`src/rtl/fft_bfly_sched.sv`:
```
// fft_bfly_sched -- control sequencer for an in-place radix-2 DIT FFT that
// shares one pipelined butterfly unit and a dual-port sample RAM.
//
// Each stage issues N/2 butterflies on consecutive cycles. It then idles for
// BFLY_LAT cycles so that the last write-back of the stage lands before the
// next stage reads. Write-back addresses are the read addresses delayed by
// BFLY_LAT cycles.
//
// Optional build macro: FFT_BITREV_LOAD_EN. When it is defined, a LOAD state
// accepts N input samples and writes them at bit-reversed addresses before the
// first stage. When it is undefined, the RAM must already hold bit-reversed data.
//
// Ports:
//   clk, rst               clock, synchronous active-high reset
//   start, abort           host control (start is sampled only in IDLE)
//   busy, done             status; done is a one-cycle pulse after the final write
//   stage                  current stage index
//   rd_en                  butterfly issue strobe / RAM read enable
//   rd_addr_a/b, tw_idx    operand addresses and twiddle index (valid with rd_en)
//   wr_en, wr_addr_a/b     write-back strobe and addresses
//   in_valid, in_ready     sample load handshake (FFT_BITREV_LOAD_EN only)
module fft_bfly_sched #(
  parameter int N_LOG2   = 4,
  parameter int BFLY_LAT = 3,
  parameter int ADDR_W   = N_LOG2
) (
  input  logic              clk,
  input  logic              rst,
  input  logic              start,
  input  logic              abort,
`ifdef FFT_BITREV_LOAD_EN
  input  logic              in_valid,
  output logic              in_ready,
`endif
  output logic              busy,
  output logic              done,
  output logic [2:0]        stage,
  output logic              rd_en,
  output logic [ADDR_W-1:0] rd_addr_a,
  output logic [ADDR_W-1:0] rd_addr_b,
  output logic [ADDR_W-2:0] tw_idx,
  output logic              wr_en,
  output logic [ADDR_W-1:0] wr_addr_a,
  output logic [ADDR_W-1:0] wr_addr_b
);

  localparam int N       = 1 << N_LOG2;
  localparam int BF_W    = ADDR_W - 1;
  localparam int DRAIN_W = (BFLY_LAT > 1) ? $clog2(BFLY_LAT) : 1;

  typedef enum logic [2:0] {IDLE, LOAD, ISSUE, DRAIN, DONE} state_t;

  state_t              state_reg;
  logic                busy_reg, done_reg, rd_en_reg;
  logic [2:0]          stage_reg;
  logic [BF_W-1:0]     bfly_reg;
  logic [DRAIN_W-1:0]  drain_reg;
  logic [ADDR_W-1:0]   rd_a_reg, rd_b_reg;
  logic [BF_W-1:0]     tw_reg;
`ifdef FFT_BITREV_LOAD_EN
  logic [ADDR_W-1:0]   load_cnt_reg;
`endif

  // Any non-idle abort (or reset) empties the write-back pipeline.
  logic flush;
  assign flush = rst || (abort && state_reg != IDLE);

  // Butterfly addressing for stage s, butterfly b.
  function automatic logic [ADDR_W-1:0] addr_a_f(input logic [2:0] s, input logic [BF_W-1:0] b);
    int unsigned half, grp, pos;
    half = 32'd1 << s;
    grp  = 32'(b) >> s;
    pos  = 32'(b) & (half - 32'd1);
    return ADDR_W'((grp << (32'(s) + 32'd1)) | pos);
  endfunction

  function automatic logic [ADDR_W-1:0] addr_b_f(input logic [2:0] s, input logic [BF_W-1:0] b);
    return addr_a_f(s, b) + ADDR_W'(32'd1 << s);
  endfunction

  function automatic logic [BF_W-1:0] tw_f(input logic [2:0] s, input logic [BF_W-1:0] b);
    int unsigned pos;
    pos = 32'(b) & ((32'd1 << s) - 32'd1);
    return BF_W'(pos << (N_LOG2 - 1 - int'(s)));
  endfunction

  // launch: the following cycle is an issue cycle for (launch_s, launch_b).
  logic            launch;
  logic [2:0]      launch_s;
  logic [BF_W-1:0] launch_b;

  always_comb begin
    launch   = 1'b0;
    launch_s = stage_reg;
    launch_b = '0;
    case (state_reg)
`ifndef FFT_BITREV_LOAD_EN
      IDLE: if (start) begin
        launch   = 1'b1;
        launch_s = 3'd0;
      end
`else
      LOAD: if (in_valid && load_cnt_reg == ADDR_W'(N - 1)) begin
        launch   = 1'b1;
        launch_s = 3'd0;
      end
`endif
      ISSUE: if (bfly_reg != BF_W'(N / 2 - 1)) begin
        launch   = 1'b1;
        launch_b = bfly_reg + 1'b1;
      end
      DRAIN: if (drain_reg == DRAIN_W'(BFLY_LAT - 1) && stage_reg != 3'(N_LOG2 - 1)) begin
        launch   = 1'b1;
        launch_s = stage_reg + 3'd1;
      end
      default: ;
    endcase
    if (abort) launch = 1'b0;
  end

  // Control FSM
  always_ff @(posedge clk) begin
    if (rst) begin
      state_reg <= IDLE;
      busy_reg  <= 1'b0;
      done_reg  <= 1'b0;
      drain_reg <= '0;
`ifdef FFT_BITREV_LOAD_EN
      load_cnt_reg <= '0;
`endif
    end else if (abort && state_reg != IDLE) begin
      state_reg <= IDLE;
      busy_reg  <= 1'b0;
      done_reg  <= 1'b0;
    end else begin
      done_reg <= 1'b0;
      case (state_reg)
        IDLE: if (start && !abort) begin
          busy_reg <= 1'b1;
`ifdef FFT_BITREV_LOAD_EN
          state_reg    <= LOAD;
          load_cnt_reg <= '0;
`else
          state_reg <= ISSUE;
`endif
        end
`ifdef FFT_BITREV_LOAD_EN
        LOAD: if (in_valid) begin
          load_cnt_reg <= load_cnt_reg + 1'b1;
          if (load_cnt_reg == ADDR_W'(N - 1)) state_reg <= ISSUE;
        end
`endif
        ISSUE: if (bfly_reg == BF_W'(N / 2 - 1)) begin
          state_reg <= DRAIN;
          drain_reg <= '0;
        end
        DRAIN: begin
          if (drain_reg == DRAIN_W'(BFLY_LAT - 1)) begin
            if (stage_reg == 3'(N_LOG2 - 1)) begin
              state_reg <= DONE;
              done_reg  <= 1'b1;
            end else begin
              state_reg <= ISSUE;
            end
          end else begin
            drain_reg <= drain_reg + 1'b1;
          end
        end
        DONE: begin
          state_reg <= IDLE;
          busy_reg  <= 1'b0;
        end
        default: state_reg <= IDLE;
      endcase
    end
  end

  // Issue-side registers. The address registers hold between issue cycles.
  always_ff @(posedge clk) begin
    if (rst) begin
      rd_en_reg <= 1'b0;
      stage_reg <= '0;
      bfly_reg  <= '0;
      rd_a_reg  <= '0;
      rd_b_reg  <= '0;
      tw_reg    <= '0;
    end else begin
      rd_en_reg <= launch;
      if (launch) begin
        stage_reg <= launch_s;
        bfly_reg  <= launch_b;
        rd_a_reg  <= addr_a_f(launch_s, launch_b);
        rd_b_reg  <= addr_b_f(launch_s, launch_b);
        tw_reg    <= tw_f(launch_s, launch_b);
      end
    end
  end

  // Write-back delay line: BFLY_LAT stages carrying {en, addr_a, addr_b}.
  logic              pipe_en [BFLY_LAT];
  logic [ADDR_W-1:0] pipe_a  [BFLY_LAT];
  logic [ADDR_W-1:0] pipe_b  [BFLY_LAT];

  generate
    for (genvar gi = 0; gi < BFLY_LAT; gi++) begin : g_wpipe
      logic              src_en;
      logic [ADDR_W-1:0] src_a, src_b;
      if (gi == 0) begin : g_head
        assign src_en = rd_en_reg;
        assign src_a  = rd_a_reg;
        assign src_b  = rd_b_reg;
      end else begin : g_tail
        assign src_en = pipe_en[gi-1];
        assign src_a  = pipe_a[gi-1];
        assign src_b  = pipe_b[gi-1];
      end
      always_ff @(posedge clk) begin
        if (flush) begin
          pipe_en[gi] <= 1'b0;
          pipe_a[gi]  <= '0;
          pipe_b[gi]  <= '0;
        end else begin
          pipe_en[gi] <= src_en;
          pipe_a[gi]  <= src_a;
          pipe_b[gi]  <= src_b;
        end
      end
    end
  endgenerate

  assign busy      = busy_reg;
  assign done      = done_reg;
  assign stage     = stage_reg;
  assign rd_en     = rd_en_reg;
  assign rd_addr_a = rd_a_reg;
  assign rd_addr_b = rd_b_reg;
  assign tw_idx    = tw_reg;

`ifdef FFT_BITREV_LOAD_EN
  // Bit-reversed placement of loaded samples. The butterfly pipe is empty in LOAD.
  function automatic logic [ADDR_W-1:0] bitrev_f(input logic [ADDR_W-1:0] v);
    logic [ADDR_W-1:0] r;
    for (int i = 0; i < ADDR_W; i++) r[i] = v[ADDR_W-1-i];
    return r;
  endfunction

  assign in_ready  = (state_reg == LOAD);
  assign wr_en     = (state_reg == LOAD) ? in_valid : pipe_en[BFLY_LAT-1];
  assign wr_addr_a = (state_reg == LOAD) ? bitrev_f(load_cnt_reg) : pipe_a[BFLY_LAT-1];
  assign wr_addr_b = (state_reg == LOAD) ? '0 : pipe_b[BFLY_LAT-1];
`else
  assign wr_en     = pipe_en[BFLY_LAT-1];
  assign wr_addr_a = pipe_a[BFLY_LAT-1];
  assign wr_addr_b = pipe_b[BFLY_LAT-1];
`endif

endmodule
```
`config.mk`:
```
export PLATFORM = sky130hd
export DESIGN_NAME = fft_bfly_sched
export DESIGN_NICKNAME = d
export VERILOG_FILES = /design/src/rtl/fft_bfly_sched.sv
export SDC_FILE = /design/constraint.sdc
export NUM_CORES = 1
export LEC_CHECK = 0
export ABC_CLOCK_PERIOD_IN_PS = 4970
export BUFFER_PORTS_ARGS = -buffer_cell sky130_fd_sc_hd__buf_4
export CORE_ASPECT_RATIO = 1.1
export CORE_MARGIN = 2
export CORE_UTILIZATION = 28
export CTS_CLUSTER_SIZE = 25
export DETAILED_ROUTE_END_ITERATION = 7
export GPL_ROUTABILITY_DRIVEN = 1
export PLACE_DENSITY = 0.49
export RECOVER_POWER = 100
export SLEW_MARGIN = 20
export SYNTH_ARGS = -nofsm -noshare
export SYNTH_HDL_FRONTEND = slang
export SYNTH_SLANG_ARGS = --single-unit
```
`constraint.sdc`:
```
create_clock -name clk -period 4.97 [get_ports clk]
set_input_delay 0.497 -clock clk [delete_from_list [all_inputs] [get_ports clk]]
set_output_delay 0.497 -clock clk [all_outputs]
set_load 0.005 [all_outputs]
```
==> results by group, run 1 <==
Run status
  – Status: finished, final reports clean

Critical path
  – Most used cell, CP: ha_1
  – Critical Path AT: 4.55 ns
  – Type of the worst setup path: register to register
  – Crit-path cells: ha_1 -> ha_1 -> nand3b_1 -> or3_1 -> nand2_1 -> ha_1 -> and2_0 -> inv_1 -> ha_1 -> nor2_1 -> a41oi_1 -> inv_1 -> ha_1 -> a21o_1 -> a21oi_1 -> xor2_1 -> xnor2_1 -> a211oi_1
  – CP required: 5.20 ns
  – Slowest CP cell: or3_1
  – CP startpoint kind: register
  – Crit-path max cell delay: 0.43 ns
  – Crit path buf inv count: 2
  – CP top delay family: adder cells
  – Worst-path fanout max: 11
  – Crit. End Element: register

Clocking
  – Post-CTS Setup Inserts: 0
  – # clock sinks: 52
  – Post-cts hold buffer count: 0
  – CTS tree: done
  – Post_cts resized: 0
  – TritonCTS Buffers: 5
  – Worst-case clock buffer depth: 2
  – Root Driver: clkbuf_8
  – Worst-path clk slew: 0.10 ns
  – Clk_lat worst skew: 0.31 ns
  – H-tree depth: 2

Detailed routing
  – Post-DRT Antenna Nets: 0
  – Post-DR wirelength/cell: 12.3 um
  – Initial DRT Pass Iterations: 4
  – DRT iter0 DRCs: 52
  – Vias: 1,744
  – Drt drc: 0
  – Final WL: 4.72 mm
  – Vias per inst: 4.54

Cells and area
  – Core Util, Final: 33.7%
  – FF/Latch Area: 1040 um2
  – Layout net count: 294
  – Ant diodes: 0
  – Share of cells above drive strength 1: 14.9%
  – Filler cells: 851
  – Largest regs: pipe_a (12), pipe_b (12)
  – Multi-input logic area: 1140 um2
  – Area Overhead vs Synth: 15.9%

Synthesis
  – Area share of the leading cell type in the synthesized netlist: 45.0%
  – Synthesis-stage register bit count: 52
  – Post-synth EDFFs: 0
  – Post-Syn Instances: 249
  – Syn_area_per_cell: 9.28 um2
  – Sequential area share after synthesis: 45.0%
  – Ranking of synthesized cells by area: dfxtp_1, and2_1, ha_1
  – Synth cell count leaders: dfxtp_1, and2_1, nand2_1
  – Distinct cells, synth: 51
  – Async set-reset flop share out of synthesis: 0%
  – Ys Warns: 0
  – Post-Syn Area: 2310 um2
  – Biggest area consumer among synthesized cells: dfxtp_1
  – Count leader, synth: dfxtp_1
  – Main synth FF type: dfxtp_1
  – Mapped Nets: 268

Job
  – MaxCap Viol Count: 0

Power and ir drop
  – Power Density: 281 nW/um2
  – Maximum VDD drop: 114 uV
  – Static leakage: 1.10 nW
  – Power Total: 0.000752 W

Global routing
  – First-pass GRT wire length: 8.11 mm
  – GR Util All Layers: 11.2%
  – Remaining Overflow, GRT: 0
  – Number of global-route vias before repair: 1,686
  – Initial antenna violation count: 0
  – Largest net degree at the start of global routing: 29

STA
  – Final Hold Vio Count: 0
  – Relative slew slack: 5.51%
  – Max Freq: 0.232 GHz
  – Final Max Slew Viols: 0
  – WHS: 0.431 ns
  – Worst Clk Skew: 0.00993 ns
  – Fin crit share: 86.9%
  – Final TNS setup: 0 ns
  – RSZ-0062 raised after global routing: false
  – Tmin final: 4.32 ns
  – Final setup fails: 0
  – Actual slew at the worst max-slew pin: 1.42 ns

Die
  – Total core area: 7960 um2
  – Starting Density: 29.1%
  – Io pins: 30
  – Die footprint: 9000 um2
  – Die height: 99.3 um
  – DIE WIDTH: 90.6 um
  – Number of cell rows: 34

Hold path
  – Class of the worst hold path: register to register

Place
  – Port Buf Inserts: 29
  – GP Congestion: 0.810
  – Final HPWL DP: 3.44 mm
## power breakdown
| group | total (W) | internal [W] | switching (W) |
|---|---|---|---|
| registers | 0.000435 | 0.000427 | 0.00000746 |
| logic | 0.0000632 | 0.0000259 | 0.0000373 |
| clock network | 0.000254 | 0.000104 | 0.000150 |
## through the flow
| step | instances | setup WS, ns | area (um2) |
|---|---|---|---|
| 2_1_floorplan | 249 | 1.24 | 2310 |
| 3_5_place_dp | 376 | 0.716 | 2630 |
| 3_3_place_gp | 376 | 0.726 | 2630 |
| 5_1_grt | 384 | 0.230 | 2680 |
| 4_1_cts | 384 | 0.651 | 2720 |
| 6_report | 384 | 0.651 | 2680 |
## cells by family after synthesis
group | count (synthesis) | share of synthesized area [%]
fa+ha+maj | 15 | 8.45
flops | 52 | 45.0
buf+inv | 24 | 4.01
simple gates | 102 | 24.0
compound gates | 49 | 15.6
mux | 3 | 1.35
xor+xnor | 4 | 1.52
## worst paths after layout
path,from,end,slack [ns],cells past startpoint
hold / removal,pipe_a[0][3],pipe_a[1][3],0.43,1
setup / recovery,stage[0],rd_addr_b[3],0.65,18
hold reg to reg,pipe_a[0][3],pipe_a[1][3],0.43,1
setup reg to reg,stage[0],rd_addr_b[3],0.65,18
## routing by layer
| metal | wire length, um | global-route usage (%) | part of all wire (%) | vias to the layer above |
|---|---|---|---|---|
| met4 | 65 | 4.50 | 1.4 | 0 |
| met5 | 0 | 0 | 0 | - |
| li1 | - | - | - | 908 |
| met3 | 133 | 2.35 | 2.8 | 5 |
| met2 | 2240 | 19.2 | 47 | 29 |
| met1 | 2290 | 13.7 | 48 | 802 |
## cells in the final DEF, fill, tap and decap left out, types with 2 or more instances in the layout
master,Yosys,final
dfxtp_1,52,52
nand2_1,24,24
clkbuf_4,0,24
a21oi_1,20,20
and2_1,28,20
nor2_1,18,18
ha_1,14,14
inv_1,12,12
and2_0,0,8
o21ai_0,5,5
clkbuf_8,0,5
or3_1,4,4
nor2b_1,4,4
nand3_1,4,4
nor3_1,3,4
a211oi_1,4,4
nand3b_1,3,3
o211ai_1,3,3
xnor2_1,3,3
buf_4,0,3
clkbuf_1,8,3
mux2i_1,2,2
nor4_1,2,2
a41oi_1,2,2
a21o_1,2,2
nor4b_1,2,2
## final cells by class
type | count | area share, %
flip-flops and latches | 52 | 38.9
inverters | 13 | 1.82
multi-input cells | 173 | 42.7
repair buffers | 30 | 7.99
clock inverters | 3 | 1.03
clock buffers | 5 | 2.57
well taps | 108 | 5.05
## worst register-to-register path: cells and delay by family (launching register included)
family                   cells  cell delay, ns
AND/OR/NAND/NOR              5            1.19
XOR/XNOR                     2            0.27
adder cells (fa/ha/maj)      5            1.24
AO/OA/AOI/OAI                4            0.94
flip-flops                   1            0.42
buffers and inverters        2            0.19
No activity file was read; power rests on OpenSTA's default activity.
==> run 2: changes to the inputs <==
--- a/config.mk
+++ b/config.mk
@@ -6,14 +6,14 @@
 export NUM_CORES = 1
 export LEC_CHECK = 0
 export ABC_CLOCK_PERIOD_IN_PS = 4970
-export BUFFER_PORTS_ARGS = -buffer_cell sky130_fd_sc_hd__buf_4
 export CORE_ASPECT_RATIO = 1.1
 export CORE_MARGIN = 2
 export CORE_UTILIZATION = 28
 export CTS_CLUSTER_SIZE = 25
 export DETAILED_ROUTE_END_ITERATION = 7
+export DONT_BUFFER_PORTS = 1
 export GPL_ROUTABILITY_DRIVEN = 1
-export PLACE_DENSITY = 0.49
+export PLACE_DENSITY = 0.45
 export RECOVER_POWER = 100
 export SLEW_MARGIN = 20
 export SYNTH_ARGS = -nofsm -noshare
==> run 2 against run 1 <==
Global-route usage rose by 0.18 points; setup slack improved by 0.0012 ns; maximum frequency barely moved; cell area fell by 7.8%; routed wire length rose by 0.44%; core utilization fell by 2.6 points; critical endpoint unchanged; largest cell class unchanged.
==> results by group, run 2 (same netlist as run 1, synthesis figures left out) <==
Die
  – Starting Density: 29.1%
  – Die height: 99.3 um
  – DIE WIDTH: 90.6 um
  – Number of cell rows: 34
  – Io pins: 30
  – Die footprint: 9000 um2
  – Total core area: 7960 um2

Cells and area
  – Most frequent cells in the layout: dfxtp_1, nand2_1, a21oi_1, and2_1, nor2_1
  – Core Util, Final: 31.0%
  – Filler cells: 868
  – Commonest non-fill, non-tap cell in the layout: dfxtp_1
  – Ant diodes: 0
  – Share of cells above drive strength 1: 5.65%
  – Area Overhead vs Synth: 6.82%
  – Largest regs: pipe_a (12), pipe_b (12)
  – Finished layout cell area: 2470 um2
  – Layout net count: 266

STA
  – Final setup fails: 0
  – Final Hold Vio Count: 0
  – Fin crit share: 86.9%
  – RSZ-0062 raised after global routing: false
  – Final Max Slew Viols: 0
  – Max Freq: 0.232 GHz
  – WHS: 0.249 ns
  – Worst Clk Skew: 0.00522 ns
  – Tmin final: 4.32 ns
  – Actual slew at the worst max-slew pin: 1.47 ns
  – Relative slew slack: 2.27%
  – Final TNS setup: 0 ns

Critical path
  – FF-to-FF End: rd_addr_b[3]
  – Crit. End Element: register
  – Type of the worst setup path: register to register
  – Worst-path fanout max: 11
  – CP startpoint kind: register
  – R2r worst-path depth: 18
  – CP required: 5.19 ns
  – Critical Path AT: 4.54 ns
  – R2R Setup Slk: 0.65 ns
  – Worst r2r src: stage[0]

Place
  – Placed cell area: 2420 um2
  – Port Buf Inserts: 0
  – Final HPWL DP: 3.42 mm
  – GP Congestion: 0.841

Detailed routing
  – Post-DRT Antenna Nets: 0
  – Initial DRT Pass Iterations: 4
  – Drt drc: 0
  – Vias per inst: 4.52
  – Final WL: 4.74 mm
  – Vias: 1,609
  – Post-DR wirelength/cell: 13.3 um
  – DRT iter0 DRCs: 84

Global routing
  – First-pass GRT wire length: 8.14 mm
  – Initial antenna violation count: 0
  – Remaining Overflow, GRT: 0
  – Largest net degree at the start of global routing: 29
  – Number of global-route vias before repair: 1,552
  – GR Util All Layers: 11.4%

Hold path
  – Hold path startpoint: rst
  – Hold endpoint: busy
  – Hold depth: 1
  – Class of the worst hold path: primary input to register

Clocking
  – Clk_lat worst skew: 0.30 ns
  – Worst-path clk slew: 0.10 ns
  – CTS tree: done
  – Post_cts resized: 0
  – # clock sinks: 52
  – H-tree depth: 2
  – Root Driver: clkbuf_8
  – TritonCTS Buffers: 5
  – Post-cts hold buffer count: 0
  – Post-CTS Setup Inserts: 0
  – Worst-case clock buffer depth: 2

Power and ir drop
  – Static leakage: 0.972 nW
  – Power Density: 296 nW/um2
  – Maximum VDD drop: 106 uV

Run status
  – Status: finished, final reports clean

Job
  – MaxCap Viol Count: 0
run 2: worst max-delay path, stage by stage (launching register included):
cell and delay (ns):
dfxtp_1 0.44, ha_1 0.25, ha_1 0.20, nand3b_1 0.27, or3_1 0.43, nand2_1 0.26
ha_1 0.20, and2_0 0.15, inv_1 0.09, ha_1 0.27, nor2_1 0.08, a41oi_1 0.39
inv_1 0.09, ha_1 0.28, a21o_1 0.19, a21oi_1 0.17, xor2_1 0.18, xnor2_1 0.08
a211oi_1 0.21
run 2: metrics by stage:
step                      setup slack (ns)  std cells  power [W]
after floorplan                       1.24        249   0.000488
after global placement               0.642        348   0.000501
after detailed placement             0.628        348   0.000501
after CTS                            0.579        356   0.000752
after global routing                 0.184        356   0.000773
final                                0.652        356   0.000731
run 2: cell type report:
cell class	instances	area (um2)	area share, %
clock buffer	5	68.8	2.79
tap	108	135	5.47
timing repair buffer	2	11.3	0.456
inverter	13	48.8	1.98
sequential	52	1040	42.2
multi-input combinational	173	1140	46.3
clock inverter	3	21.3	0.862
run 2: worst max-delay path by stage:
stage	cells after the start	start	slack (ns)	endpoint
after floorplan	17	stage[1]	1.24	rd_addr_b[2]
final	18	stage[0]	0.65	rd_addr_b[3]
after detailed placement	18	stage[0]	0.63	rd_addr_b[3]
after CTS	18	stage[0]	0.58	rd_addr_b[3]
after global placement	18	stage[0]	0.64	rd_addr_b[3]
after global routing	18	stage[0]	0.18	rd_addr_b[3]
run 2: power breakdown:
part | switching (W) | total, W | internal (W)
logic | 0.0000310 | 0.0000501 | 0.0000190
registers | 0.00000936 | 0.000437 | 0.000427
clock network | 0.000144 | 0.000244 | 0.000100
run 2: metal layers:
metal	vias to the layer above	track usage, %	share of wire [%]
met4	0	4.62	1.8
met5	-	0	0
met1	737	14.1	48
met2	18	18.9	47
met3	6	2.73	3.2
li1	848	-	-
